[src/rtl/chess_timer.sv]
// Two-player chess clock: shared one-second prescaler, per-player MM:SS countdown,
// sticky flags on expiry, and a Fischer increment credited to the player who hands over.
module chess_timer #(
    parameter int TICKS_PER_SEC = 50000000,
    parameter int INIT_MIN      = 5,
    parameter int INIT_SEC      = 0,
    parameter int INC_SEC       = 0
) (
    input  logic       clk,
    input  logic       reset,
    input  logic       time_a,
    input  logic       time_b,
    input  logic       clr,
    output logic [6:0] a_min,
    output logic [5:0] a_sec,
    output logic [6:0] b_min,
    output logic [5:0] b_sec,
    output logic       flag_a,
    output logic       flag_b,
    output logic       game_over
);

    localparam int PW = $clog2(TICKS_PER_SEC);
    localparam logic [PW-1:0] PRE_MAX = PW'(TICKS_PER_SEC - 1);

    typedef struct packed {
        logic [6:0] m;
        logic [5:0] s;
    } mmss_t;

    localparam mmss_t INIT_T = '{m: 7'(INIT_MIN), s: 6'(INIT_SEC)};

    mmss_t         a_q, a_d, b_q, b_d;
    logic          fa_q, fa_d, fb_q, fb_d;
    logic [PW-1:0] pre_q, pre_d;
    logic          prev_a_q, prev_a_d, prev_b_q, prev_b_d;
    logic          one_hot, tick, ho_ab, ho_ba;

    function automatic mmss_t dec_f(input mmss_t t);
        mmss_t r;
        r = t;
        if (t.s != 6'd0) begin
            r.s = t.s - 6'd1;
        end else if (t.m != 7'd0) begin
            r.s = 6'd59;
            r.m = t.m - 7'd1;
        end
        return r;
    endfunction

    // Bonus add with seconds carry; anything past 99:59 pins there.
    function automatic mmss_t inc_f(input mmss_t t);
        mmss_t      r;
        logic [6:0] s_sum;
        logic [7:0] m_sum;
        s_sum = {1'b0, t.s} + 7'(INC_SEC);
        m_sum = {1'b0, t.m};
        if (s_sum >= 7'd60) begin
            s_sum = s_sum - 7'd60;
            m_sum = m_sum + 8'd1;
        end
        if (m_sum > 8'd99) begin
            r.m = 7'd99;
            r.s = 6'd59;
        end else begin
            r.m = m_sum[6:0];
            r.s = s_sum[5:0];
        end
        return r;
    endfunction

    assign game_over = fa_q | fb_q;
    assign one_hot   = time_a ^ time_b;
    assign tick      = one_hot && !game_over && (pre_q == PRE_MAX);
    assign ho_ab     = prev_a_q && !time_a && time_b && !game_over;
    assign ho_ba     = prev_b_q && !time_b && time_a && !game_over;

    always_comb begin
        a_d      = a_q;
        b_d      = b_q;
        fa_d     = fa_q;
        fb_d     = fb_q;
        pre_d    = pre_q;
        prev_a_d = time_a;
        prev_b_d = time_b;
        if (clr) begin
            a_d      = INIT_T;
            b_d      = INIT_T;
            fa_d     = 1'b0;
            fb_d     = 1'b0;
            pre_d    = '0;
            prev_a_d = 1'b0;
            prev_b_d = 1'b0;
        end else if (!game_over) begin
            // The prescaler is shared, so a partial second carries across handovers.
            if (one_hot) pre_d = tick ? '0 : pre_q + 1'b1;
            if (tick && time_a) begin
                a_d = dec_f(a_q);
                if (a_d == '0) fa_d = 1'b1;
            end
            if (tick && time_b) begin
                b_d = dec_f(b_q);
                if (b_d == '0) fb_d = 1'b1;
            end
            if (ho_ab) a_d = inc_f(a_q);
            if (ho_ba) b_d = inc_f(b_q);
        end
    end

    always_ff @(posedge clk or posedge reset) begin
        if (reset) begin
            a_q      <= INIT_T;
            b_q      <= INIT_T;
            fa_q     <= 1'b0;
            fb_q     <= 1'b0;
            pre_q    <= '0;
            prev_a_q <= 1'b0;
            prev_b_q <= 1'b0;
        end else begin
            a_q      <= a_d;
            b_q      <= b_d;
            fa_q     <= fa_d;
            fb_q     <= fb_d;
            pre_q    <= pre_d;
            prev_a_q <= prev_a_d;
            prev_b_q <= prev_b_d;
        end
    end

    assign a_min  = a_q.m;
    assign a_sec  = a_q.s;
    assign b_min  = b_q.m;
    assign b_sec  = b_q.s;
    assign flag_a = fa_q;
    assign flag_b = fb_q;

endmodule
[config.mk]
export PLATFORM = sky130hd
export DESIGN_NAME = chess_timer
export DESIGN_NICKNAME = d
export VERILOG_FILES = /design/src/rtl/chess_timer.sv
export SDC_FILE = /design/constraint.sdc
export NUM_CORES = 1
export LEC_CHECK = 0
export CORE_UTILIZATION = 51
export CTS_CLUSTER_DIAMETER = 150
export DETAILED_ROUTE_END_ITERATION = 10
export MAX_ROUTING_LAYER = met4
export PLACE_DENSITY = 0.69
export SLEW_MARGIN = 20
export SYNTH_ARGS = -nofsm -noshare
export SYNTH_HDL_FRONTEND = slang
export SYNTH_SLANG_ARGS = --single-unit
[constraint.sdc]
create_clock -name clk -period 3.11 [get_ports clk]
set_input_delay 0.622 -clock clk [delete_from_list [all_inputs] [get_ports clk]]
set_output_delay 0.622 -clock clk [all_outputs]
set_load 0.05 [all_outputs]
# [Yosys cells after proc, flatten, opt, wreduce, memory -nomap -nowiden]
# Cells that the tools add are included.
# W data, S select, Z words.
[op_classes] n_reduce_logical=33 n_eq_ne=4 addsub=9 bitwise_logic=2 n_mux=52 order_cmp=4
[ops] op="$mux W13" n=12
[ops] op="$mux W26" n=4
[ops] op="$mux W8" n=8
[ops] op="$mux W6" n=10
[ops] op="$mux W7" n=8
[ops] op="$add A26 B1 Y26 const B" n=1
[ops] op="$eq A26 B26 Y1 const B" n=1
[ops] op="$logic_not A13 Y1" n=2
[ops] op="$add A7 B1 Y8 const B" n=2
[ops] op="$gt A8 B7 Y1 const B" n=2
[ops] op="$reduce_bool A7 Y1" n=2
[ops] op="$sub A7 B1 Y7 const B" n=2
[ops] op="$ge A6 B6 Y1 const B" n=2
[ops] op="$reduce_and A3 Y1" n=4
[ops] op="$reduce_bool A6 Y1" n=2
[ops] op="$sub A6 B1 Y6 const B" n=2
[ops] op="$sub A6 B6 Y6 const B" n=2
[ops] op="$logic_and A1 B1 Y1" n=10
[ops] op="$mux W1" n=10
[ops] op="$reduce_bool A2 Y1" n=5
[ops] op="$ne A4 B2 Y1 const B" n=2
[ops] op="$reduce_and A2 Y1" n=3
[ops] op="$reduce_bool A3 Y1" n=2
[ops] op="$logic_not A1 Y1" n=3
[ops] op="3 further kinds" n=3
[word_totals] ff_bits=56 out_inout_bits=29

# [Depth between registers and ports, before layout]
# Gate-level depths: netlist of run 1.
[logic_depth] ltp_word=13 depth_mapped=11 depth_no_buf=8

# [Worst setup path before layout of run 1]
# Ideal clock, no wire load.
[synth_timing] kind="register to register" start="register a_q, in the netlist a_sec[2]" end="register a_q, in the netlist a_min[4]" required_ns=2.989 arrival_ns=2.401 stages_incl_launch_ff=10 setup_slack_ns=0.588 path_cell_list="dfrtp_1 -> clkbuf_1 -> inv_1 -> ha_1 -> and4bb_2 -> nand3_1 -> mux2_2 -> and2_1 -> a31o_2 -> a22o_1"
[synth_via] elab_chain_len=10
[synth_rtl] item="start: declaration" line="33" text="mmss_t a_q, a_d, b_q, b_d;"
[synth_rtl] item="start signal: assignment" line="112" text="a_q <= INIT_T;"
[synth_rtl] item="start signal: assignment" line="120" text="a_q <= a_d;"
[synth_rtl] item="$ge A6 B6 Y1" line="58" text="if (s_sum >= 7'd60) begin"
[synth_rtl] item="$mux W8" line="58"
[synth_rtl] item="$mux W8" line="105" text="if (ho_ab) a_d = inc_f(a_q);"
[synth_rtl] item="$mux W8" line="94" text="end else if (!game_over) begin"
[synth_rtl] item="$mux W8" line="86" text="if (clr) begin"
[synth_rtl] item="$gt A8 B7 Y1" line="62" text="if (m_sum > 8'd99) begin"
[synth_rtl] item="$mux W13" line="62"
[synth_rtl] item="$mux W13 *" line="105"
[synth_rtl] item="$mux W13 *" line="94"
[synth_rtl] item="$mux W13 *" line="86"
# Mark *: on every way between the ends. The rest lies on a longest branch, timed or not. The select of a mux whose other input is x is not followed.
# A chain may end at the register's enable or synchronous reset.

# [Worst setup path after layout of run 1]
[layout_timing] start="register b_q, in the netlist b_sec[2]" end="register fb_q (netlist: flag_b)"
[layout_via] elab_chain_len=8
[layout_rtl] item="start: declaration" line="33"
[layout_rtl] item="start signal: assignment" line="113" text="b_q <= INIT_T;"
[layout_rtl] item="start signal: assignment" line="121" text="b_q <= b_d;"
[layout_rtl] item="$sub A6 B1 Y6 (tied with other cells)" line="43" text="r.s = t.s - 6'd1;"
[layout_rtl] item="$mux W6 / $mux W7 (equally long branches)" line="42" text="if (t.s != 6'd0) begin"
[layout_rtl] item="$mux W6 / $mux W7 (equally long branches)" line="101" text="if (tick && time_b) begin"
[layout_rtl] item="$mux W6 / $mux W7 (equally long branches)" line="94"
[layout_rtl] item="$mux W6 / $mux W7 (equally long branches)" line="86"
[layout_rtl] item="$logic_not A13 Y1 *" line="103" text="if (b_d == '0) fb_d = 1'b1;"
[layout_rtl] item="$reduce_bool A2 Y1 (no line) *"
[layout_rtl] item="$reduce_and A3 Y1 (no line) *"
[layout_rtl] item="end signal: assignment" line="115" text="fb_q <= 1'b0;"
[layout_rtl] item="end signal: assignment" line="123" text="fb_q <= fb_d;"
[layout_rtl] item="end: declaration" line="34" text="logic fa_q, fa_d, fb_q, fb_d;"
# Marks and branches as above.

==> flow_summary.toml, run 1 <==
[run_status]
status = "complete, no violations"

[global_route]
grt_pass1_vias = 3926
grt_first_pass_wirelength_um = 20000
grt_use_total = 0.287
grt_overflow_total = 0
grt_max_degree = 32
antenna_found_initial = 0

[clocking]
clockBufferDepth = 2
root_buffer = "clkbuf_8"
cts_hold_buf = 0
clock-sinks = 56
cts_buffers = 5
clock_latency_ns = 0.31
post_cts_buffers = 0
htree_levels = 2
cts_tree = "done"
clk_pin_slew_worst_paths_ns = 0.11
cts-resized-gates = 0

[setup_path]
critPathCaptureType = "register"
worst_path_max_delay_cell = "a21oi_1"
reg2reg_depth = 8
crit_fanout = 11
crit_family = "compound AO/OA/AOI/OAI gates"
critical-path-max-stage-delay_ns = 0.61
cp.buffers_inverters = 1
cp-start-kind = "register"
path_cells = "inv_1 > ha_1 > nand4bb_1 > a21oi_1 > nand2_1 > o22ai_1 > nand4_1 > o2bb2ai_1"
crit_required_ns = 3.36
r2r_slack_ns = 0.47
cp.arrival_ns = 2.88
r2r-start = "b_sec[2]$_DFFE_PP0P_"
critical_path_class = "register to register"
r2r-end = "flag_b$_DFFE_PP0P_"

[sta]
tns_ns = 0
setup_viol = 0
fin_crit_ns = 2.64
rsz0062_at_grt = "no"
setup_slack_ns = 0.473
finalHoldViolCount = 0
worstMarginPinSlew_ns = 0.670
fin_hold_ws_ns = 0.561
finalMaxSlewViolations = 0
fmax_ghz = 0.379
fin_worst_skew_ns = 0.00901
slew_headroom = 0.553
timing.final.crit_share = 0.848

[logic_synthesis]
syn_inst = 559
yosysSeqAreaShare = 0.310
async_flop_share = 1.00
synth_area_mm2 = 0.00454
synth_warnings = 0
synth-seq-cells = 56
synth-edff-count = 0
syn_avg_cell_area_um2 = 8.12
synth_fp_nets = 579
yosysUniqueCellTypes = 81
synth_ff_type = "dfrtp_1"

[placed_design]
dpl_worst_slack_ns = 0.294
gp_congestion = 0.925
port_buffers = 33
dp_cells = 675
post-dp-hpwl_um = 8950

[final_layout]
syn_to_final_growth_pct = 10.5
layout_commonest_cell = "nor2_1"
antennaDiodeCount = 0
drive_gt1_frac = 0.0939
final_core_util = 0.578
fin_cells = 683
final_cell_mix = "54 x nor2_1, 52 x dfrtp_1, 46 x nand2_1, 38 x a21oi_1, 33 x clkdlybuf4s50_1"
nets = 594

[pwr]
power.leakage_nw = 2.00
vdd_drop_max_mv = 0.342
p_per_area_mw_per_mm2 = 353

[hold_path]
hold_depth = 2
hold_path_end = "pre_q[23]$_DFFE_PP0P_"
worstHoldStart = "pre_q[23]$_DFFE_PP0P_"
hp-class = "register to register"

[route]
routed_wl_um = 12300
vias = 4329
post_drt_wl_per_cell_um = 18.0
vias_per_cell = 6.34
drt_iter0_markers = 323
drc_errors = 0
ant_nets = 0
first_pass_iters = 5

[floorplan]
rows = 34
dieWidth_um = 96.4
start_util = 0.523
dieHeight_um = 96.4
core-area_mm2 = 0.00868
ios = 34
dieArea_mm2 = 0.00929

[flow_run]
drv_cap = 0
worst max-delay path by stage:
stage	start	end	slack, ns	cells after the start
after CTS	b_sec[2]$_DFFE_PP0P_	flag_b$_DFFE_PP0P_	0.53	8
after floorplan	a_sec[2]$_DFFE_PP0P_	a_min[4]$_DFFE_PP0P_	0.59	9
after detailed placement	time_b	pre_q[18]$_DFFE_PP0P_	0.29	6
after global placement	time_b	pre_q[18]$_DFFE_PP0P_	0.34	6
after global routing	b_sec[2]$_DFFE_PP0P_	flag_b$_DFFE_PP0P_	0.20	8
final	b_sec[2]$_DFFE_PP0P_	flag_b$_DFFE_PP0P_	0.47	8
layout make-up:
type	count	area, µm²
Clock inverter	3	21.3
Clock buffer	5	68.8
Tap cell	108	135
Inverter	20	75.1
Multi-Input combinational cell	442	2860
Fill cell	820	3660
Timing Repair Buffer	49	450
Sequential cell	56	1410
worst register-to-register path: stages, from the launching register on:
cell and delay, ns:
dfrtp_1 0.52, inv_1 0.13, ha_1 0.24, nand4bb_1 0.41
a21oi_1 0.61, nand2_1 0.16, o22ai_1 0.23, nand4_1 0.13
o2bb2ai_1 0.14
metrics by stage:
stage          total power [W]  area, µm²
2_1_floorplan          0.00123       4540
3_3_place_gp           0.00136       4930
3_5_place_dp           0.00136       4930
4_1_cts                0.00178       5020
5_1_grt                0.00187       5020
6_report               0.00177       5020
synth_stat cells (4+ instances only):
| library cell | number | share of area |
|---|---|---|
| o211ai_1 | 5 | 0.0083 |
| a21oi_1 | 38 | 0.042 |
| clkbuf_1 | 21 | 0.017 |
| a211oi_1 | 7 | 0.012 |
| a21o_1 | 6 | 0.0099 |
| dfstp_2 | 4 | 0.023 |
| and4_1 | 5 | 0.0096 |
| a211o_1 | 5 | 0.0096 |
| ha_1 | 15 | 0.041 |
| o22ai_1 | 6 | 0.0083 |
| dfrtp_1 | 52 | 0.29 |
| inv_1 | 19 | 0.016 |
| nor2_1 | 54 | 0.045 |
| o21ai_0 | 21 | 0.023 |
| buf_2 | 12 | 0.013 |
| nand3_1 | 29 | 0.032 |
| mux2i_1 | 7 | 0.015 |
| nand2_1 | 46 | 0.038 |
| and3_1 | 12 | 0.017 |
| nor3_1 | 22 | 0.024 |
| nand4_1 | 19 | 0.026 |
| xor2_1 | 20 | 0.039 |
| or3_1 | 7 | 0.0096 |
| or4_1 | 5 | 0.0083 |
| nor4_1 | 5 | 0.0069 |
| buf_4 | 4 | 0.0066 |
| nor2b_1 | 4 | 0.0055 |
| and2_1 | 5 | 0.0069 |
| xnor2_1 | 10 | 0.019 |
| nand2b_1 | 4 | 0.0055 |
| a31oi_1 | 6 | 0.0083 |
routing by layer:
| layer | wire length (µm) | vias to the layer above | part of all wire | GRT usage |
|---|---|---|---|---|
| li1 | - | 2093 | - | - |
| met1 | 5470 | 2054 | 0.45 | 0.384 |
| met2 | 5760 | 159 | 0.47 | 0.453 |
| met3 | 761 | 23 | 0.062 | 0.0423 |
| met4 | 270 | 0 | 0.022 | 0.0846 |
| met5 | 0 | - | 0 | - |
registers in the layout, indices dropped and copies added (netlist names):
register  flops
prev_b_q      1
a_min         7
pre_q        26
a_sec         6
b_min         7
flag_b        1
b_sec         6
prev_a_q      1
flag_a        1
power by group:
part	leakage, nW	internal, W	switching [W]	total, W
clock network	0.0445	0.000161	0.000252	0.000412
logic	1.20	0.000191	0.000332	0.000523
registers	0.754	0.000757	0.0000793	0.000836
cells by family (layout without fill, tap and decap cells):
logic type,after synthesis,in the layout,share of synthesized area
flops,56,56,0.310
fa+ha+maj,15,15,0.0413
compound gates,146,146,0.223
xor+xnor,30,30,0.0579
simple gates,243,243,0.290
buf+inv,61,77,0.0603
mux,8,8,0.0179
(Power assumes the default switching activity.)
==> inputs of run 2 (changes only) <==
==> constraint.sdc (replaced) <==
create_clock -name clk -period 2.5 [get_ports clk]
set_input_delay 0.5 -clock clk [delete_from_list [all_inputs] [get_ports clk]]
set_output_delay 0.5 -clock clk [all_outputs]
set_load 0.05 [all_outputs]
==> flow_summary.toml, run 2 (synthesized netlist as in run 1, its figures left out) <==
[pwr]
clockPowerShare = 0.250
sw_frac_of_total = 0.354
comb_power_share = 0.321
p_sw_w = 0.000848
power.leakage_nw = 2.26
p_int_w = 0.00155
p_per_area_mw_per_mm2 = 435
vdd_drop_max_mv = 0.539
power_frac_seq = 0.429
total_power_w = 0.00240

[route]
vias_per_cell = 6.25
drt_iter0_markers = 297
ant_nets = 0
vias = 4594
first_pass_iters = 4
drc_errors = 0
routed_wl_um = 13000
post_drt_wl_per_cell_um = 17.7

[placed_design]
port_buffers = 33
post-dp-hpwl_um = 9780
gp_congestion = 0.958
dpl_worst_slack_ns = -0.128
dp_cells = 725

[final_layout]
layout_commonest_cell = "buf_4"
syn_to_final_growth_pct = 21.4
final_cell_mix = "66 x buf_4, 54 x nor2_1, 46 x nand2_1, 46 x dfrtp_1, 37 x a21oi_1"
regMostFlops = "pre_q"
nets = 646
antennaDiodeCount = 0
final_core_util = 0.635
fin_cells = 735
largest_reg_flops = 26
drive_gt1_frac = 0.190

[floorplan]
core-area_mm2 = 0.00868
dieWidth_um = 96.4
rows = 34
ios = 34
dieHeight_um = 96.4
start_util = 0.523
dieArea_mm2 = 0.00929

[clocking]
cts_hold_buf = 0
cts_tree = "done"
cts_buffers = 5
clk_pin_slew_worst_paths_ns = 0.10
clockBufferDepth = 2
htree_levels = 2
clock-sinks = 56
root_buffer = "clkbuf_8"
clock_latency_ns = 0.31

[setup_path]
r2r-end = "a_sec[5]$_DFFE_PP0P_"
r2r-start = "a_min[0]$_DFFE_PP1P_"
crit_fanout = 4
cp.arrival_ns = 2.67
crit_required_ns = 2.71
cp-start-kind = "register"
critical-path-max-stage-delay_ns = 0.56
path_cells = "ha_1 > nand4_1 > or3_4 > and4_1 > a211oi_2 > o21ai_1 > a221oi_2"
critPathCaptureType = "register"
critical_path_class = "register to register"
r2r_slack_ns = 0.03
worst_path_max_delay_cell = "dfstp_2"
reg2reg_depth = 7

[global_route]
grt_pass1_vias = 4195
grt.busiest_layer = "met2"
grt_overflow_total = 0
antenna_found_initial = 0
grt_max_degree = 31
grt.met3_usage = 0.0329
met2_usage = 0.493
gr-usage-met1 = 0.374
grt_first_pass_wirelength_um = 20600
grt_use_total = 0.294

[hold_path]
hp-class = "primary input to async pin"

[sta]
fmax_ghz = 0.405
fin_worst_skew_ns = 0.0133
rsz0062_at_grt = "yes"
finalHoldViolCount = 0
finalMaxSlewViolations = 0
setup_slack_ns = 0.0326
slew_headroom = 0.637
fin_crit_ns = 2.47
timing.final.crit_share = 0.987
worstMarginPinSlew_ns = 0.539
setup_viol = 0

[flow_run]
drv_cap = 0

[run_status]
status = "complete, no violations"
run 2: changes by cell type in the layout (fill, tap and decap cells not counted), sizes merged:
cell / delta
inv: -1
buf: +52
bufinv: +1
run 2: area by class of cell:
class                   count  area, µm²
multi-input cells         442       2910
inverters                  20       75.1
repair buffers            101        866
well taps                 108        135
clock inverters             3       42.5
fillers                   800       3170
flip-flops and latches     56       1410
clock buffers               5       68.8
run 2: what timing repair did:
action / in CTS / in global routing
endpoints found under the setup margin: 1 / 9
pin swaps: 1 / 1
endpoints found under the hold margin: 0 / 0
resized for setup: 0 / 12
setup buffers: 0 / 2
run 2: stage by stage:
step	hold slack, ns	TNS (ns)	cell area, µm²
2_1_floorplan	0.498	0	4550
3_3_place_gp	0.517	-0.505	5330
3_5_place_dp	0.541	-1.27	5330
4_1_cts	0.416	0	5440
5_1_grt	0.453	-0.0834	5510
6_report	0.415	0	5510
run 2: routing by layer:
metal	share of wire	vias to the layer above
met5	0	-
met4	0.024	0
met3	0.038	30
met2	0.49	130
met1	0.45	2234
li1	-	2200
run 2: power groups by stage:
| stage | clock, W | sequential (W) | combinational [W] |
|---|---|---|---|
| after detailed placement | 0 | 0.00104 | 0.000754 |
| final | 0.000600 | 0.00103 | 0.000769 |
| after CTS | 0.000614 | 0.00102 | 0.000756 |
| after floorplan | 0 | 0.00110 | 0.000437 |
| after global placement | 0 | 0.00104 | 0.000743 |
| after global routing | 0.000650 | 0.00103 | 0.000833 |
run 2: worst max-delay path by stage:
stage	slack (ns)	startpoint	depth (start not counted)	to
finish	0.03	a_min[0]$_DFFE_PP1P_	7	a_sec[5]$_DFFE_PP0P_
CTS	0.009	a_min[0]$_DFFE_PP1P_	7	a_sec[5]$_DFFE_PP0P_
floorplan	0.04	a_sec[3]$_DFFE_PP0P_	7	a_sec[5]$_DFFE_PP0P_
global route	-0.07	a_min[0]$_DFFE_PP1P_	7	a_sec[5]$_DFFE_PP0P_
global placement	-0.09	time_a	6	a_sec[5]$_DFFE_PP0P_
detailed placement	-0.13	time_a	6	a_sec[5]$_DFFE_PP0P_
run 2: critical path: cells and delay by family, from the launching register on:
kind                       cells  cell delay, ns
adders and majority gates      1            0.16
DFF                            1            0.56
and+or+nand+nor                3            0.89
AOI/OAI and AO/OA              3            0.76
